### config.mk
export PLATFORM = sky130hd
export DESIGN_NAME = div_radix2_flat
export DESIGN_NICKNAME = d
export VERILOG_FILES = /design/src/rtl/div_radix2_pkg.sv /design/src/rtl/div_radix2_if.sv /design/src/rtl/div_radix2_step.sv /design/src/rtl/div_radix2.sv /design/src/flat_wrapper.sv
export SDC_FILE = /design/constraint.sdc
export NUM_CORES = 1
export LEC_CHECK = 0
export ABC_AREA = 1
export CELL_PAD_IN_SITES_DETAIL_PLACEMENT = 1
export CELL_PAD_IN_SITES_GLOBAL_PLACEMENT = 1
export CORE_MARGIN = 2
export CORE_UTILIZATION = 44
export DETAILED_ROUTE_END_ITERATION = 8
export PLACE_DENSITY = 0.83
export RECOVER_POWER = 50
export SYNTH_ARGS = -nofsm -noshare
export SYNTH_HDL_FRONTEND = slang
export SYNTH_SLANG_ARGS = --single-unit
### constraint.sdc
create_clock -name clk -period 6.07 [get_ports clk]
set_input_delay 1.5175 -clock clk [delete_from_list [all_inputs] [get_ports clk]]
set_output_delay 1.5175 -clock clk [all_outputs]
set_load 0.01 [all_outputs]
### src/rtl/div_radix2_pkg.sv
// Shared constants and state encoding for the radix-2 restoring divider.
package div_radix2_pkg;

    localparam int DIV_WIDTH = 32;
    localparam int DIV_CNT_W = $clog2(DIV_WIDTH + 1);

    typedef enum logic [1:0] {
        DIV_IDLE = 2'd0,
        DIV_BUSY = 2'd1,
        DIV_DONE = 2'd2
    } div_state_e;

endpackage

### src/rtl/div_radix2_if.sv
// Request/result bundle between the EX mul/div unit and the divider.
interface div_radix2_if #(parameter int WIDTH = 32);

    logic             en;
    logic             is_signed;
    logic [WIDTH-1:0] dividend;
    logic [WIDTH-1:0] divisor;
    logic [WIDTH-1:0] quotient;
    logic [WIDTH-1:0] remainder;
    logic             complete;

    modport master (
        output en, is_signed, dividend, divisor,
        input  quotient, remainder, complete
    );

    modport slave (
        input  en, is_signed, dividend, divisor,
        output quotient, remainder, complete
    );

endinterface

### src/rtl/div_radix2_step.sv
// One restoring-division step: shift in the next dividend bit, trial-subtract
// |divisor|, keep the difference if it did not go negative.
module div_step #(
    parameter int WIDTH = 32
) (
    input  logic [WIDTH:0]   rem_in,
    input  logic             bit_in,
    input  logic [WIDTH-1:0] dsr,
    output logic [WIDTH:0]   rem_out,
    output logic             q_bit
);

    logic [WIDTH+1:0] shifted;
    logic [WIDTH+1:0] diff;

    // Two guard bits so the borrow of the trial subtraction is never ambiguous.
    always_comb begin
        shifted = {rem_in, bit_in};
        diff    = shifted - {2'b00, dsr};
        q_bit   = ~diff[WIDTH+1];
        rem_out = q_bit ? diff[WIDTH:0] : shifted[WIDTH:0];
    end

endmodule

### src/rtl/div_radix2.sv
// Iterative radix-2 restoring divider for DIV/DIVU: one quotient bit per cycle,
// operands made absolute on capture, signs reapplied when results are loaded.
module div_radix2
    import div_radix2_pkg::*;
#(
    parameter int WIDTH = DIV_WIDTH
) (
    input  logic      clk,
    input  logic      reset,
    div_radix2_if.slave bus
);

    localparam int CNT_W = $clog2(WIDTH + 1);

    div_state_e       state, state_nxt;
    logic [WIDTH:0]   prem;
    logic [WIDTH:0]   prem_nxt;
    logic [WIDTH-1:0] dvd;
    logic [WIDTH-1:0] dsr;
    logic [CNT_W-1:0] cnt;
    logic             q_neg, r_neg, dz;
    logic             rearm;
    logic             q_bit;
    logic             start, last_step;
    logic             a_neg, b_neg;
    logic [WIDTH-1:0] abs_a, abs_b;
    logic [WIDTH-1:0] q_fin, r_fin;
    logic [WIDTH-1:0] quotient_q, remainder_q;

    // Operand magnitudes; |most-negative| fits because the result is unsigned.
    always_comb begin
        a_neg = bus.is_signed & bus.dividend[WIDTH-1];
        b_neg = bus.is_signed & bus.divisor[WIDTH-1];
        abs_a = a_neg ? -bus.dividend : bus.dividend;
        abs_b = b_neg ? -bus.divisor  : bus.divisor;
    end

    div_step #(.WIDTH(WIDTH)) u_step (
        .rem_in  (prem),
        .bit_in  (dvd[WIDTH-1]),
        .dsr     (dsr),
        .rem_out (prem_nxt),
        .q_bit   (q_bit)
    );

    // The IDLE cycle right after DONE does not accept a request, giving the
    // 35-cycle back-to-back issue interval the EX stage is timed for.
    assign start     = (state == DIV_IDLE) && bus.en && !rearm;
    assign last_step = (cnt == CNT_W'(WIDTH - 1));
    assign q_fin     = {dvd[WIDTH-2:0], q_bit};
    assign r_fin     = prem_nxt[WIDTH-1:0];

    // State register.
    always_ff @(posedge clk) begin
        if (!reset) state <= DIV_IDLE;
        else        state <= state_nxt;
    end

    // Next-state: abort on en low while busy, DONE always lasts one cycle.
    always_comb begin
        state_nxt = state;
        case (state)
            DIV_IDLE: if (start) state_nxt = DIV_BUSY;
            DIV_BUSY: begin
                if (!bus.en)        state_nxt = DIV_IDLE;
                else if (last_step) state_nxt = DIV_DONE;
            end
            DIV_DONE: state_nxt = DIV_IDLE;
            default:  state_nxt = DIV_IDLE;
        endcase
    end

    // Datapath: capture, iterate, and load sign-corrected results on the last step.
    always_ff @(posedge clk) begin
        if (!reset) begin
            prem        <= '0;
            dvd         <= '0;
            dsr         <= '0;
            cnt         <= '0;
            q_neg       <= 1'b0;
            r_neg       <= 1'b0;
            dz          <= 1'b0;
            rearm       <= 1'b0;
            quotient_q  <= '0;
            remainder_q <= '0;
        end else begin
            case (state)
                DIV_IDLE: begin
                    rearm <= 1'b0;
                    if (start) begin
                        dvd   <= abs_a;
                        dsr   <= abs_b;
                        q_neg <= a_neg ^ b_neg;
                        r_neg <= a_neg;
                        dz    <= (bus.divisor == '0);
                        prem  <= '0;
                        cnt   <= '0;
                    end
                end
                DIV_BUSY: begin
                    if (bus.en) begin
                        prem <= prem_nxt;
                        dvd  <= q_fin;
                        cnt  <= cnt + 1'b1;
                        if (last_step) begin
                            // Zero divisor: the loop yields |dividend| as remainder,
                            // so negating by the dividend sign restores the original.
                            quotient_q  <= dz ? '1 : (q_neg ? -q_fin : q_fin);
                            remainder_q <= r_neg ? -r_fin : r_fin;
                        end
                    end
                end
                DIV_DONE: rearm <= 1'b1;
                default:  rearm <= 1'b0;
            endcase
        end
    end

    assign bus.quotient  = quotient_q;
    assign bus.remainder = remainder_q;
    assign bus.complete  = (state == DIV_DONE);

endmodule

### src/flat_wrapper.sv
// flat-port wrapper written by rule: the top's interface ports become plain ports
module div_radix2_flat import div_radix2_pkg::*;
#(
    parameter int WIDTH = DIV_WIDTH
)
  (clk, reset, bus_en, bus_is_signed, bus_dividend, bus_divisor, bus_quotient, bus_remainder, bus_complete);
  div_radix2_if #(.WIDTH(WIDTH)) bus_i ();
  input  logic clk;
  input  logic reset;
  input wire logic [$bits(bus_i.en)-1:0] bus_en;
  input wire logic [$bits(bus_i.is_signed)-1:0] bus_is_signed;
  input wire logic [$bits(bus_i.dividend)-1:0] bus_dividend;
  input wire logic [$bits(bus_i.divisor)-1:0] bus_divisor;
  output wire logic [$bits(bus_i.quotient)-1:0] bus_quotient;
  output wire logic [$bits(bus_i.remainder)-1:0] bus_remainder;
  output wire logic [$bits(bus_i.complete)-1:0] bus_complete;
  assign bus_i.en = bus_en;
  assign bus_i.is_signed = bus_is_signed;
  assign bus_i.dividend = bus_dividend;
  assign bus_i.divisor = bus_divisor;
  assign bus_quotient = bus_i.quotient;
  assign bus_remainder = bus_i.remainder;
  assign bus_complete = bus_i.complete;
  div_radix2 #(.WIDTH(WIDTH)) u_core (.clk(clk), .reset(reset), .bus(bus_i));
endmodule
* Word-level counts from Yosys, hierarchy flattened
Cells that the tools add are included.
** Storage, ports and cells
- Input port bits :: 68
- Word-level logic and storage cells :: 57
- Register bits :: 173
** Operators by class
- Bitwise operators :: 4
- $add $sub $neg :: 6
- Multiplexer cells :: 20
- Equality and inequality tests :: 6
- Reduce and logical (&&, ||, !) cells :: 10
** Operator list (number)
- 2-to-1 mux 32 bit :: 7
- negator 32 bit :: 4
- 2-to-1 mux 33 bit :: 3
- one-hot mux 33 bit (2 select lines) :: 1
- one-hot mux 32 bit (2 select lines) :: 1
- subtractor 34 x 32 -> 34 bit :: 1
- zero test 32 bit :: 1
- 2-to-1 mux 6 bit :: 2
- one-hot mux 6 bit (2 select lines) :: 1
- adder 6 x 1 -> 6 bit (second input constant) :: 1
- equality test 6 x 5 -> 1 bit (second input constant) :: 1
- 2-to-1 mux 2 bit :: 3
- AND reduction 3 bit :: 2
- one-hot mux 2 bit (2 select lines) :: 1
- AND reduction 2 bit :: 2
- inequality test 3 x 2 -> 1 bit (second input constant) :: 1
- AND 1 bit :: 2
- equality test 2 x 1 -> 1 bit (second input constant) :: 1
- equality test 2 bit (second input constant) :: 1
- logical AND 1 bit :: 2
- zero test 2 bit :: 1
- inequality test 2 x 1 -> 1 bit (second input constant) :: 1
- inequality test 2 bit (second input constant) :: 1
- one-hot mux 1 bit (2 select lines) :: 1
- other kinds (4) :: 4

* Depth between registers and ports, before layout
- Depth after elaboration :: 5
- Gate-level depth with buffers :: 30
- Depth with buffers taken out :: 29

* Hierarchy
From an unflattened synthesis, not the netlist that was laid out.
** Unflattened totals
- Cell total of the unflattened synthesis :: 2384
- Area, all modules :: 13808.2 µm²
** By module, submodules not included
- div_radix2 :: instances 1, cells an instance 1663, area an instance 10363.7 µm²
- div_step :: instances 1, cells an instance 721, area an instance 3444.6 µm²

* Least setup slack after synthesis
OpenSTA, ideal clock, no wires.
- Kind :: register -> register
- From :: reg u_core.dsr[7]
- To :: reg u_core.quotient_q[30] (netlist: u_core.bus.quotient[30])
- Stages on the path, launching flop included :: 28
- Required time :: 5.955 ns
- Path slack :: 2.377 ns
- Period minus slack after synthesis :: 3.693 ns
- Data arrival time :: 3.577 ns
- Path through :: dfxtp_1 > inv_1 > ha_1 > nand2_2 > inv_2 > a21oi_2 > nand3_2 > nand2_1 > nand2_4 > nand2_4 > nand3_4 > nand2_4 > buf_4 > ha_1 > nand3_1 > nor3_1 > nand2_1 > nor3_1 > nand4_1 > nor2_1 > nand2_1 > nand2_1 > o21ai_0 > a21oi_1 > o21ai_0 > xor2_1 > o21ai_0 > inv_1
** Between the ends
- Word-level cells in the longest chain between the ends :: 5
** Ends and longest elaborated chain
- start: declaration :: line div_radix2.sv:19 : logic [WIDTH-1:0] dsr;
- start signal: assignment :: line div_radix2.sv:92 : dsr <= abs_b;
- subtractor 34 x 32 -> 34 bit :: line div_radix2_step.sv:19 : diff = shifted - {2'b00, dsr};
- inverter 1 bit :: line div_radix2_step.sv:20 : q_bit = ~diff[WIDTH+1];
- negator 32 bit :: line div_radix2.sv:108 : quotient_q <= dz ? '1 : (q_neg ? -q_fin : q_fin);
- 2-to-1 mux 32 bit (2 in series) :: line div_radix2.sv:108
- end signal: assignment :: line div_radix2.sv:108
- end: declaration :: line div_radix2.sv:28 : logic [WIDTH-1:0] quotient_q, remainder_q;
Every way passes these cells.
A chain may end at the register's enable or synchronous reset.

* Final worst setup path
- From :: in bus_en
- To :: reg u_core.quotient_q[26] (netlist: u_core.bus.quotient[26])
** Between the ends
- Word-level cells in the longest chain between the ends :: 1
** Ends and longest elaborated chain
- start: declaration :: line flat_wrapper.sv:10 : input wire logic [$bits(bus_i.en)-1:0] bus_en;
- AND reduction 3 bit (no line)
Every way passes these cells.

==> reports/qor.yml <==
synth:
  yosys.area.top_type_share_pct: 27.4
  synthDistinctLibCells: 56
  synth_ff_type: "dfxtp_1"
  synth_seq_cells: 173
  synth-edff-count: 0
  synth.area.top_cells: "dfxtp_1 (27%), nand2_1 (15%), inv_1 (7.4%), nor2_1 (6.9%), a21oi_1 (6.7%)"
  yosys_warnings: 0
  syn-num-nets: 2152
  synth-seq-area-share_pct: 27.4
  synth_cells: 2046
  yosys.area.top_type: "dfxtp_1"
  syn_avg_cell_area_um2: 6.19
  netlist_area_mm2: 0.0127
  synthArstFlopShare_pct: 0
placement:
  post_dp_cell_area_mm2: 0.0142
  dp.final_hpwl_mm: 36.3
  portBuffers: 132
  place_congestion: 0.924
sta:
  maxSlewHeadroom_pct: -63.0
  hold_viol_final: 0
  hold_ws_ns: 0.472
  fmaxAchievable_mhz: 193
  rsz0062_at_grt: "no"
  period_needed_ns: 5.18
  worst_pin_slew_ns: 2.44
  clock_skew_ns: 0.0147
  finalSetupTns_ns: 0
  fin_crit_sh_pct: 85.3
  slew_viol_final: 181
  setup_viol: 0
floorplanning:
  dieArea_mm2: 0.0302
  die_w_um: 174
  initial_core_util_pct: 44.4
  rows: 62
  io_pins: 133
  die_h_um: 174
  core_area_mm2: 0.0285
run_status:
  failed_checks: "capacitance limit, slew limit"
  status: "finished with violations"
power:
  total_power_mw: 3.14
  powerDensity_mw_per_mm2: 213
  p_leak_nw: 7.19
  vdd.ir_drop.worst_v: 0.000190
cts:
  cts_hold_buf: 0
  htreeDepth: 4
  cts.repair.resized: 0
  clk_path_buf_depth: 2
  root_buffer: "clkbuf_16"
  cts.clk_slew.worst_paths_ns: 0.08
  tritoncts: "done"
  numCtsBuffers: 17
  clkLatencyLatePin_ns: 0.45
  clkSinkCount: 173
  cts_setup_buffers: 0
worst_hold_path:
  holdCritPathClass: "reg2reg"
  min_from: "u_core.bus.remainder[1]"
worst_setup_path:
  crit_path_end_kind: "register"
  r2r_start: "u_core.dsr[16]"
  required_ns: 6.40
  worstPathMaxFanout: 37
  worst-setup-path-type: "in2reg"
  start_kind: "input pin"
  crit_start: "bus_en"
  worstPathArrival_ns: 5.51
global_routing:
  antenna_found_initial: 0
  busiest_layer: "met2"
  use_met2_pct: 54.9
  grt_use_met3_pct: 4.28
  gr-usage-met1_pct: 39.7
  grt_max_degree: 94
  grt_usage_pct: 31.3
  grt_pass1_vias: 14300
  grt-ovfl-total: 0
  grt_pass1_wl_mm: 75.4
routing:
  drt-vias-per-instance: 5.53
  drt_pass1_iterations: 5
  wl_per_cell_um: 18.7
  dr_total_vias: 13900
  antenna_left: 0
  remaining_drc_errors: 0
  drt_iter0_drc: 839
  drt_wl_total_mm: 47.2
layout:
  post-route-cell-area_mm2: 0.0148
  diodes: 0
  fillers: 3956
  drive_gt1_share_pct: 5.37
  synthToLayoutAreaGrowth_pct: 16.7
  utilization_pct: 51.7
  fin_nets: 2234
run:
  drv_cap: 4
==> through the flow <==
stage,worst slack [ns],instances
after global placement,1.30,2493
after global routing,0.483,2524
after CTS,1.12,2524
after detailed placement,1.16,2493
after floorplan,2.38,2046
final,0.894,2524
==> flip-flops by register name (all words and copies together) (netlist names) <==
name	cells
u_core.bus.quotient	32
u_core.state	2
u_core.rearm	1
u_core.dvd	32
u_core.prem	33
u_core.cnt	6
u_core.dz	1
u_core.bus.remainder	32
u_core.dsr	32
u_core.q_neg	1
u_core.r_neg	1
==> path summary, 6_finish.rpt <==
check / endpoint / slack [ns] / depth (start not counted)
setup reg to reg: u_core.bus.quotient[30] / 1.12 / 25
setup / recovery: u_core.bus.quotient[26] / 0.89 / 14
hold / removal: u_core.bus.remainder[1] / 0.47 / 2
hold reg to reg: u_core.bus.remainder[1] / 0.47 / 2
==> final cells by class <==
class                           instances  area, um^2  area share (%)
Timing Repair Buffer                  142        1380            9.33
Tap cell                              384         480            3.25
Clock inverter                         13         188            1.27
Sequential cell                       173        3460            23.4
Multi-Input combinational cell       1537        7870            53.3
Clock buffer                           18         429            2.91
Inverter                              257         965            6.53
==> cells in the final DEF (no fill, tap or decap), drive strengths merged, types with 22 or more instances in the layout <==
cell	instances
o21ai	182
dlygate4sd3	66
clkbuf	22
dfxtp	173
nand2	540
nor2	250
a21oi	174
nor3	34
xnor2	27
xor2	48
nand3	114
ha	37
clkdlybuf4s50	65
inv	258
==> cell families (layout without fill, tap and decap cells) <==
family                   Yosys count  in the layout  share of synthesized area [%]
AO/OA/AOI/OAI                    435            435                           19.2
XOR/XNOR                          75             75                           5.19
adder cells (fa/ha/maj)           38             38                           3.81
buffers and inverters            336            430                           10.6
flip-flops                       173            173                           27.4
AND/OR/NAND/NOR                  989            989                           33.8
==> power by group <==
group / total (mW) / switching, mW / internal [mW] / leakage, nW
Sequential: 1.23 / 0.0541 / 1.18 / 1.41
Combinational: 0.690 / 0.465 / 0.225 / 5.49
Clock: 1.22 / 0.527 / 0.692 / 0.299
Total: 3.14 / 1.05 / 2.10 / 7.19
==> synth_stat cells, drive strengths merged (17+ instances only) <==
| library cell | count |
|---|---|
| nor2 | 250 |
| clkbuf | 62 |
| buf | 17 |
| nor3 | 34 |
| o221ai | 21 |
| nand3 | 114 |
| ha | 37 |
| dfxtp | 173 |
| a21oi | 174 |
| o211ai | 21 |
| xnor2 | 27 |
| nand2 | 540 |
| inv | 254 |
| o21ai | 182 |
| xor2 | 48 |
==> per-layer routing <==
metal,routed length [um],share of wire [%]
met1,20800,44
met2,23000,49
met3,2220,4.7
met4,1190,2.5
met5,0,0
==> worst max-delay path, stage by stage <==
cell,delay (ns)
dlygate4sd3_1,0.52
inv_1,0.06
nor2_2,0.11
clkbuf_1,1.43
inv_1,0.12
nor2_1,0.22
inv_1,0.24
nor2_1,0.16
buf_4,0.28
inv_1,0.33
a21oi_1,0.22
o21ai_0,0.12
o211ai_1,0.10
inv_1,0.06
Power figures use the tool's default switching activity.
